**config.mk**
```make
export PLATFORM = sky130hd
export DESIGN_NAME = mem_nibble_bridge_flat
export DESIGN_NICKNAME = d
export VERILOG_FILES = /design/src/rtl/mem_nibble_bridge_if.sv /design/src/rtl/mem_nibble_bridge.sv /design/src/flat_wrapper.sv
export SDC_FILE = /design/constraint.sdc
export NUM_CORES = 1
export LEC_CHECK = 0
export ABC_AREA = 1
export CELL_PAD_IN_SITES_DETAIL_PLACEMENT = 0
export CELL_PAD_IN_SITES_GLOBAL_PLACEMENT = 2
export CORE_MARGIN = 4
export CORE_UTILIZATION = 31
export DETAILED_ROUTE_END_ITERATION = 8
export GPL_TIMING_DRIVEN = 0
export MAX_ROUTING_LAYER = met4
export PLACE_DENSITY_LB_ADDON = 0.1
export SYNTH_ARGS = -nofsm -noshare
export SYNTH_HDL_FRONTEND = slang
export SYNTH_SLANG_ARGS = --single-unit
export TNS_END_PERCENT = 100
```
**constraint.sdc**
```tcl
create_clock -name clk -period 5.52 [get_ports clk]
set_input_delay 1.104 -clock clk [delete_from_list [all_inputs] [get_ports clk]]
set_output_delay 1.104 -clock clk [all_outputs]
set_load 0.05 [all_outputs]
```
**src/rtl/mem_nibble_bridge_if.sv**
```systemverilog
// rtl/mem_nibble_bridge_if.sv - request/response and nibble-pad bundle for mem_nibble_bridge
//
// Purpose: groups the core-side request/response channels and the pad-side
// nibble channels of the bridge.
//   master : core side plus external device (drives req_*, rsp_ready, nib_in*)
//   slave  : the bridge (drives req_ready, rsp_*, nib_out*)
// Signals:
//   req_addr[31:0], req_wdata[31:0], req_strb[3:0], req_write, req_valid, req_ready
//   rsp_rdata[31:0], rsp_error, rsp_valid, rsp_ready
//   nib_out[3:0], nib_out_valid (also pad output enable), nib_in[3:0], nib_in_valid

interface mem_nibble_bridge_if;
    logic [31:0] req_addr;
    logic [31:0] req_wdata;
    logic [3:0]  req_strb;
    logic        req_write;
    logic        req_valid;
    logic        req_ready;
    logic [31:0] rsp_rdata;
    logic        rsp_error;
    logic        rsp_valid;
    logic        rsp_ready;
    logic [3:0]  nib_out;
    logic        nib_out_valid;
    logic [3:0]  nib_in;
    logic        nib_in_valid;

    modport master (
        output req_addr, req_wdata, req_strb, req_write, req_valid, rsp_ready,
        output nib_in, nib_in_valid,
        input  req_ready, rsp_rdata, rsp_error, rsp_valid, nib_out, nib_out_valid
    );

    modport slave (
        input  req_addr, req_wdata, req_strb, req_write, req_valid, rsp_ready,
        input  nib_in, nib_in_valid,
        output req_ready, rsp_rdata, rsp_error, rsp_valid, nib_out, nib_out_valid
    );
endinterface

```
**src/rtl/mem_nibble_bridge.sv**
```systemverilog
// rtl/mem_nibble_bridge.sv - 32-bit memory request to 4-bit nibble stream bridge
//
// Purpose: serialises one data-memory request at a time into a nibble frame
// (header, strobes, address, optional write data) and reassembles the
// device's nibble response into a 32-bit response with error flag.
// Parameters:
//   ADDR_NIBBLES : address nibbles per frame (1..8), LSB nibble first
//   TIMEOUT      : silent response-wait cycles before an error response (0 = off)
// Ports:
//   clk : clock, rising edge
//   rst : asynchronous active-high reset
//   bus : mem_nibble_bridge_if.slave (request, response and nibble channels)
// All outputs are decoded from registered state only.

module mem_nibble_bridge #(
    parameter int ADDR_NIBBLES = 8,
    parameter int TIMEOUT      = 255
) (
    input  logic                  clk,
    input  logic                  rst,
    mem_nibble_bridge_if.slave    bus
);

    localparam logic [2:0] S_IDLE  = 3'd0;
    localparam logic [2:0] S_HDR0  = 3'd1;
    localparam logic [2:0] S_HDR1  = 3'd2;
    localparam logic [2:0] S_ADDR  = 3'd3;
    localparam logic [2:0] S_WDATA = 3'd4;
    localparam logic [2:0] S_WAIT  = 3'd5;
    localparam logic [2:0] S_RESP  = 3'd6;

    // The timeout counter only ever holds 0..TIMEOUT-1: reaching TIMEOUT is
    // detected on the increment and turns straight into the error response.
    localparam int         CW        = (TIMEOUT > 1) ? $clog2(TIMEOUT) : 1;
    localparam logic [CW-1:0] TMO_LAST  = CW'(TIMEOUT - 1);
    localparam logic [3:0] ADDR_LAST = 4'(ADDR_NIBBLES - 1);

    logic [2:0]    state_q, state_d;
    logic [31:0]   addr_q, addr_d;
    logic [31:0]   wdata_q, wdata_d;
    logic [3:0]    strb_q, strb_d;
    logic          write_q, write_d;
    logic [3:0]    cnt_q, cnt_d;
    logic [CW-1:0] tmo_q, tmo_d;
    logic [31:0]   rdata_q, rdata_d;
    logic          err_q, err_d;

    always_comb begin
        state_d = state_q;
        addr_d  = addr_q;
        wdata_d = wdata_q;
        strb_d  = strb_q;
        write_d = write_q;
        cnt_d   = cnt_q;
        tmo_d   = tmo_q;
        rdata_d = rdata_q;
        err_d   = err_q;

        case (state_q)
            S_IDLE: begin
                if (bus.req_valid) begin
                    addr_d  = bus.req_addr;
                    wdata_d = bus.req_wdata;
                    strb_d  = bus.req_write ? bus.req_strb : 4'hF;
                    write_d = bus.req_write;
                    rdata_d = 32'h0;
                    err_d   = 1'b0;
                    cnt_d   = 4'd0;
                    state_d = S_HDR0;
                end
            end
            S_HDR0: state_d = S_HDR1;
            S_HDR1: begin
                cnt_d   = 4'd0;
                state_d = S_ADDR;
            end
            S_ADDR: begin
                // The current nibble is always addr_q[3:0]; shift to expose the next.
                addr_d = addr_q >> 4;
                if (cnt_q == ADDR_LAST) begin
                    cnt_d   = 4'd0;
                    tmo_d   = '0;
                    state_d = write_q ? S_WDATA : S_WAIT;
                end else begin
                    cnt_d = cnt_q + 4'd1;
                end
            end
            S_WDATA: begin
                wdata_d = wdata_q >> 4;
                if (cnt_q == 4'd7) begin
                    cnt_d   = 4'd0;
                    tmo_d   = '0;
                    state_d = S_WAIT;
                end else begin
                    cnt_d = cnt_q + 4'd1;
                end
            end
            S_WAIT: begin
                if (bus.nib_in_valid) begin
                    tmo_d = '0;
                    if (write_q) begin
                        rdata_d = 32'h0;
                        err_d   = bus.nib_in[0];
                        state_d = S_RESP;
                    end else begin
                        // Shift in from the top so the k-th nibble ends in [4k+3:4k].
                        rdata_d = {bus.nib_in, rdata_q[31:4]};
                        if (cnt_q == 4'd7) begin
                            err_d   = 1'b0;
                            state_d = S_RESP;
                        end else begin
                            cnt_d = cnt_q + 4'd1;
                        end
                    end
                end else if (TIMEOUT != 0) begin
                    if (tmo_q == TMO_LAST) begin
                        rdata_d = 32'h0;
                        err_d   = 1'b1;
                        state_d = S_RESP;
                    end else begin
                        tmo_d = tmo_q + 1'b1;
                    end
                end
            end
            S_RESP: begin
                if (bus.rsp_ready) begin
                    state_d = S_IDLE;
                end
            end
            default: state_d = S_IDLE;
        endcase
    end

    always_ff @(posedge clk or posedge rst) begin
        if (rst) begin
            state_q <= S_IDLE;
            addr_q  <= 32'h0;
            wdata_q <= 32'h0;
            strb_q  <= 4'h0;
            write_q <= 1'b0;
            cnt_q   <= 4'd0;
            tmo_q   <= '0;
            rdata_q <= 32'h0;
            err_q   <= 1'b0;
        end else begin
            state_q <= state_d;
            addr_q  <= addr_d;
            wdata_q <= wdata_d;
            strb_q  <= strb_d;
            write_q <= write_d;
            cnt_q   <= cnt_d;
            tmo_q   <= tmo_d;
            rdata_q <= rdata_d;
            err_q   <= err_d;
        end
    end

    logic [3:0] nib_out_w;
    always_comb begin
        nib_out_w = 4'h0;
        case (state_q)
            S_HDR0:  nib_out_w = {3'b100, write_q};
            S_HDR1:  nib_out_w = strb_q;
            S_ADDR:  nib_out_w = addr_q[3:0];
            S_WDATA: nib_out_w = wdata_q[3:0];
            default: nib_out_w = 4'h0;
        endcase
    end

    assign bus.nib_out       = nib_out_w;
    assign bus.nib_out_valid = (state_q == S_HDR0) || (state_q == S_HDR1) ||
                               (state_q == S_ADDR) || (state_q == S_WDATA);
    assign bus.req_ready     = (state_q == S_IDLE);
    assign bus.rsp_valid     = (state_q == S_RESP);
    // Gate with RESP so partial read data never shows outside a response.
    assign bus.rsp_rdata     = (state_q == S_RESP) ? rdata_q : 32'h0;
    assign bus.rsp_error     = (state_q == S_RESP) && err_q;

endmodule

```
**src/flat_wrapper.sv**
```systemverilog
// flat-port wrapper written by rule: the top's interface ports become plain ports
module mem_nibble_bridge_flat 
#(
    parameter int ADDR_NIBBLES = 8,
    parameter int TIMEOUT      = 255
)
  (clk, rst, bus_req_addr, bus_req_wdata, bus_req_strb, bus_req_write, bus_req_valid, bus_rsp_ready, bus_nib_in, bus_nib_in_valid, bus_req_ready, bus_rsp_rdata, bus_rsp_error, bus_rsp_valid, bus_nib_out, bus_nib_out_valid);
  mem_nibble_bridge_if bus_i ();
  input  logic clk;
  input  logic rst;
  input wire logic [$bits(bus_i.req_addr)-1:0] bus_req_addr;
  input wire logic [$bits(bus_i.req_wdata)-1:0] bus_req_wdata;
  input wire logic [$bits(bus_i.req_strb)-1:0] bus_req_strb;
  input wire logic [$bits(bus_i.req_write)-1:0] bus_req_write;
  input wire logic [$bits(bus_i.req_valid)-1:0] bus_req_valid;
  input wire logic [$bits(bus_i.rsp_ready)-1:0] bus_rsp_ready;
  input wire logic [$bits(bus_i.nib_in)-1:0] bus_nib_in;
  input wire logic [$bits(bus_i.nib_in_valid)-1:0] bus_nib_in_valid;
  output wire logic [$bits(bus_i.req_ready)-1:0] bus_req_ready;
  output wire logic [$bits(bus_i.rsp_rdata)-1:0] bus_rsp_rdata;
  output wire logic [$bits(bus_i.rsp_error)-1:0] bus_rsp_error;
  output wire logic [$bits(bus_i.rsp_valid)-1:0] bus_rsp_valid;
  output wire logic [$bits(bus_i.nib_out)-1:0] bus_nib_out;
  output wire logic [$bits(bus_i.nib_out_valid)-1:0] bus_nib_out_valid;
  assign bus_i.req_addr = bus_req_addr;
  assign bus_i.req_wdata = bus_req_wdata;
  assign bus_i.req_strb = bus_req_strb;
  assign bus_i.req_write = bus_req_write;
  assign bus_i.req_valid = bus_req_valid;
  assign bus_i.rsp_ready = bus_rsp_ready;
  assign bus_i.nib_in = bus_nib_in;
  assign bus_i.nib_in_valid = bus_nib_in_valid;
  assign bus_req_ready = bus_i.req_ready;
  assign bus_rsp_rdata = bus_i.rsp_rdata;
  assign bus_rsp_error = bus_i.rsp_error;
  assign bus_rsp_valid = bus_i.rsp_valid;
  assign bus_nib_out = bus_i.nib_out;
  assign bus_nib_out_valid = bus_i.nib_out_valid;
  mem_nibble_bridge #(.ADDR_NIBBLES(ADDR_NIBBLES), .TIMEOUT(TIMEOUT)) u_core (.clk(clk), .rst(rst), .bus(bus_i));
endmodule
```
==> flow_summary.yaml, run 1 <==
power:
  p_per_area_nw_per_um2: 496.2
  p_leak_uw: 0.003818
  max-vdd-ir-drop_v: 0.0002086
timing:
  min_period_over_period_pct: 69.01
  skew_ns: 0.01088
  fmaxAchievable_mhz: 262.5
  period_needed_ns: 3.809
  hold_viol_final: 0
  fin_setup_tns_ns: 0
  worst_hold_slack_ns: 0.4816
  setup_viol: 0
  rsz0062_at_grt: "no"
  worst_pin_slew_ns: 0.5581
  slew_headroom_pct: 62.79
  finalMaxSlewViolations: 0
route:
  drt_pass1_iterations: 4
  route.detailed.drc: 0
  vias: 5296
  wl_um: 16530
  ant_nets: 0
  routed_via_density: 4.458
  wire_per_inst_um: 13.92
  drt_iter0_markers: 172
clock_network:
  cts_resized: 0
  ctsRootBufferMaster: "clkbuf_16"
  clk_pin_slew_ns: 0.06
  post_cts_buffers: 0
  h-tree-depth: 4
  cts_made_buffers: 17
  clk_path_buf_depth: 2
  insertion_delay_ns: 0.42
  tritoncts: "built"
  cts.sinks: 117
  hold_buffers: 0
outcome:
  status: "completed"
placed_design:
  placedCellCount: 1156
  io_buffers: 117
  place_congestion: 0.7740
  hpwl_um: 12220
setup_path:
  criticalPathCategory: "flip-flop to primary output"
  arrival_ns: 2.71
  end_kind: "primary output"
  crit_path_start_kind: "flip-flop"
  crit_path_max_fanout: 10
  cp.required_ns: 4.42
global_routing:
  grt_pass1_wl_um: 27460
  antenna_found_initial: 0
  grt_max_degree: 82
  overflow: 0
  track_usage_pct: 15.88
  grt_pass1_vias: 5552
logic_synthesis:
  synth_fp_nets: 854
  synthCells: 773
  yosys_warnings: 0
  yosysUniqueCellTypes: 36
  syn-cell-area_um2: 6243
  synth_async_sr_flop_share_pct: 100.0
  synth_edf_count: 0
  ys_seq_elements: 117
  synth_seq_area_share_pct: 46.89
  synth-main-ff-cell: "dfrtp_1"
  syn-mean-instance-area_um2: 8.077
cells_and_area:
  area_delta_synth_final_pct: 35.11
  nets: 991
  register_area_um2: 2928
  fillers: 2045
  antenna_cells: 0
  drive_gt1_share_pct: 16.68
  layout.cells.non_filler: 1188
  multi_input_area_um2: 2653
die:
  io_pins: 118
  start_util_pct: 31.77
  rows: 51
  die-area_um2: 22470
  core_um2: 19650
  die_w_um: 149.9
  die_y_um: 149.9
worst_hold_path:
  holdCritPathClass: "flip-flop to flip-flop"
run:
  maxCapViolations: 0
-- layout make-up --
| cell class | count | area share (%) |
|---|---|---|
| multi-input cells | 512 | 31.44 |
| clock inverters | 11 | 2.329 |
| repair buffers | 118 | 14.21 |
| well taps | 265 | 3.931 |
| clock buffers | 21 | 5.458 |
| plain buffers | 35 | 2.892 |
| inverters | 109 | 5.028 |
| flip-flops and latches | 117 | 34.71 |
-- flip-flops by register name, indices dropped and copies added (netlist names) --
signal and cells:
u_core.tmo_q 8, u_core.write_q 1, u_core.addr_q 32, u_core.err_q 1
u_core.strb_q 4, u_core.cnt_q 4, u_core.state_q 3, u_core.wdata_q 32
u_core.rdata_q 32
-- worst max-delay path: stages (launching register included) --
cell             delay [ns]
dfrtp_1                0.35
buf_4                  0.18
inv_4                  0.11
nand3_4                0.14
clkbuf_1               0.26
o22ai_1                0.21
inv_1                  0.06
o221ai_1               0.11
clkdlybuf4s50_1        0.87
-- report_power, final --
part           switching (uW)  total (uW)  internal [uW]  leakage, uW
Sequential               98.4        1230           1130      0.00151
Clock                     415        1240            826     0.000302
Combinational            1110        1710            599      0.00201
-- metrics by stage --
stage,setup slack (ns),power [uW],util (%),cell area [um^2]
finish,1.711,4186,42.92,8436
global route,1.590,4501,42.92,8436
CTS,1.660,4253,42.92,8436
detailed placement,2.108,2982,39.58,7779
global placement,-0.7869,2953,39.41,7746
floorplan,1.315,2502,-,6243
-- per-layer routing --
layer,part of all wire [%],vias up,track usage (%)
met5,0,-,-
met4,1.3,0,4.941
met3,4.3,20,3.846
met2,48,84,25.10
met1,47,2501,20.21
li1,-,2691,-
-- synth_stat cells (9+ instances only) --
cell	number	area share [%]
inv_1	102	6.1
nor2_1	83	5.0
o21ai_1	18	1.4
dfrtp_1	117	47
o31ai_2	9	1.8
buf_2	15	1.2
nand3_1	24	1.9
nand2_1	197	12
nand2_2	34	3.4
o21ai_2	26	3.6
o21ai_0	74	5.9
a21oi_1	9	0.72
-- worst paths after layout --
kind | start | end | slack, ns | cells past startpoint
worst max-delay path | u_core.state_q[2]$_DFFE_PP0P_ | bus_nib_out[0] | 1.71 | 8
worst min-delay path | u_core.wdata_q[16]$_DFFE_PP0P_ | u_core.wdata_q[16]$_DFFE_PP0P_ | 0.48 | 2
worst max register to register | u_core.state_q[0]$_DFFE_PP0P_ | u_core.cnt_q[1]$_DFFE_PP0P_ | 3.85 | 8
worst min register to register | u_core.wdata_q[16]$_DFFE_PP0P_ | u_core.wdata_q[16]$_DFFE_PP0P_ | 0.48 | 2
max in group asynchronous | rst | u_core.strb_q[3]$_DFFE_PP0P_ | 3.71 | 3
min in group asynchronous | rst | u_core.addr_q[20]$_DFFE_PP0P_ | 1.06 | 2
-- kinds of logic (layout without fill, tap and decap cells) --
group	Yosys count	count (layout)	share of synthesized area (%)
AND/OR/NAND/NOR	357	357	26.25
AO/OA/AOI/OAI	150	150	15.35
buffers and inverters	144	294	10.62
flip-flops	117	117	46.89
adder cells (fa/ha/maj)	3	3	0.6013
XOR/XNOR	2	2	0.2806
-- placed cells by master (no fill, tap or decap), types with 4 or more instances in the layout --
| cell | count |
|---|---|
| o31ai_2 | 9 |
| clkinvlp_4 | 5 |
| buf_4 | 8 |
| o31ai_1 | 5 |
| inv_4 | 4 |
| nand3_1 | 24 |
| nand2_2 | 34 |
| nor2_8 | 5 |
| nand2_1 | 197 |
| a21oi_1 | 9 |
| nand2_4 | 4 |
| buf_2 | 15 |
| inv_1 | 101 |
| clkbuf_16 | 17 |
| o21ai_2 | 26 |
| o21ai_0 | 74 |
| o21ai_1 | 18 |
| nor2_1 | 83 |
| bufinv_16 | 5 |
| dfrtp_1 | 117 |
| clkdlybuf4s50_1 | 117 |
| clkbuf_1 | 9 |
Note: power is estimated with default switching activity, not from simulation.
==> run 2, diff against run 1 <==
==> constraint.sdc (replaced) <==
create_clock -name clk -period 3.9 [get_ports clk]
set_input_delay 0.78 -clock clk [delete_from_list [all_inputs] [get_ports clk]]
set_output_delay 0.78 -clock clk [all_outputs]
set_load 0.05 [all_outputs]
==> results of run 2 <==
Same layout as run 1 (identical final DEF). Status: completed.
Among the figures that moved: setup slack after placement 2.108 ns -> 0.8123 ns; setup slack after layout 1.711 ns -> 0.4146 ns; register-to-register setup slack 3.85 ns -> 2.23 ns; total power 4186 uW -> 5925 uW; worst IR drop on VDD 0.0002086 V -> 0.0002952 V
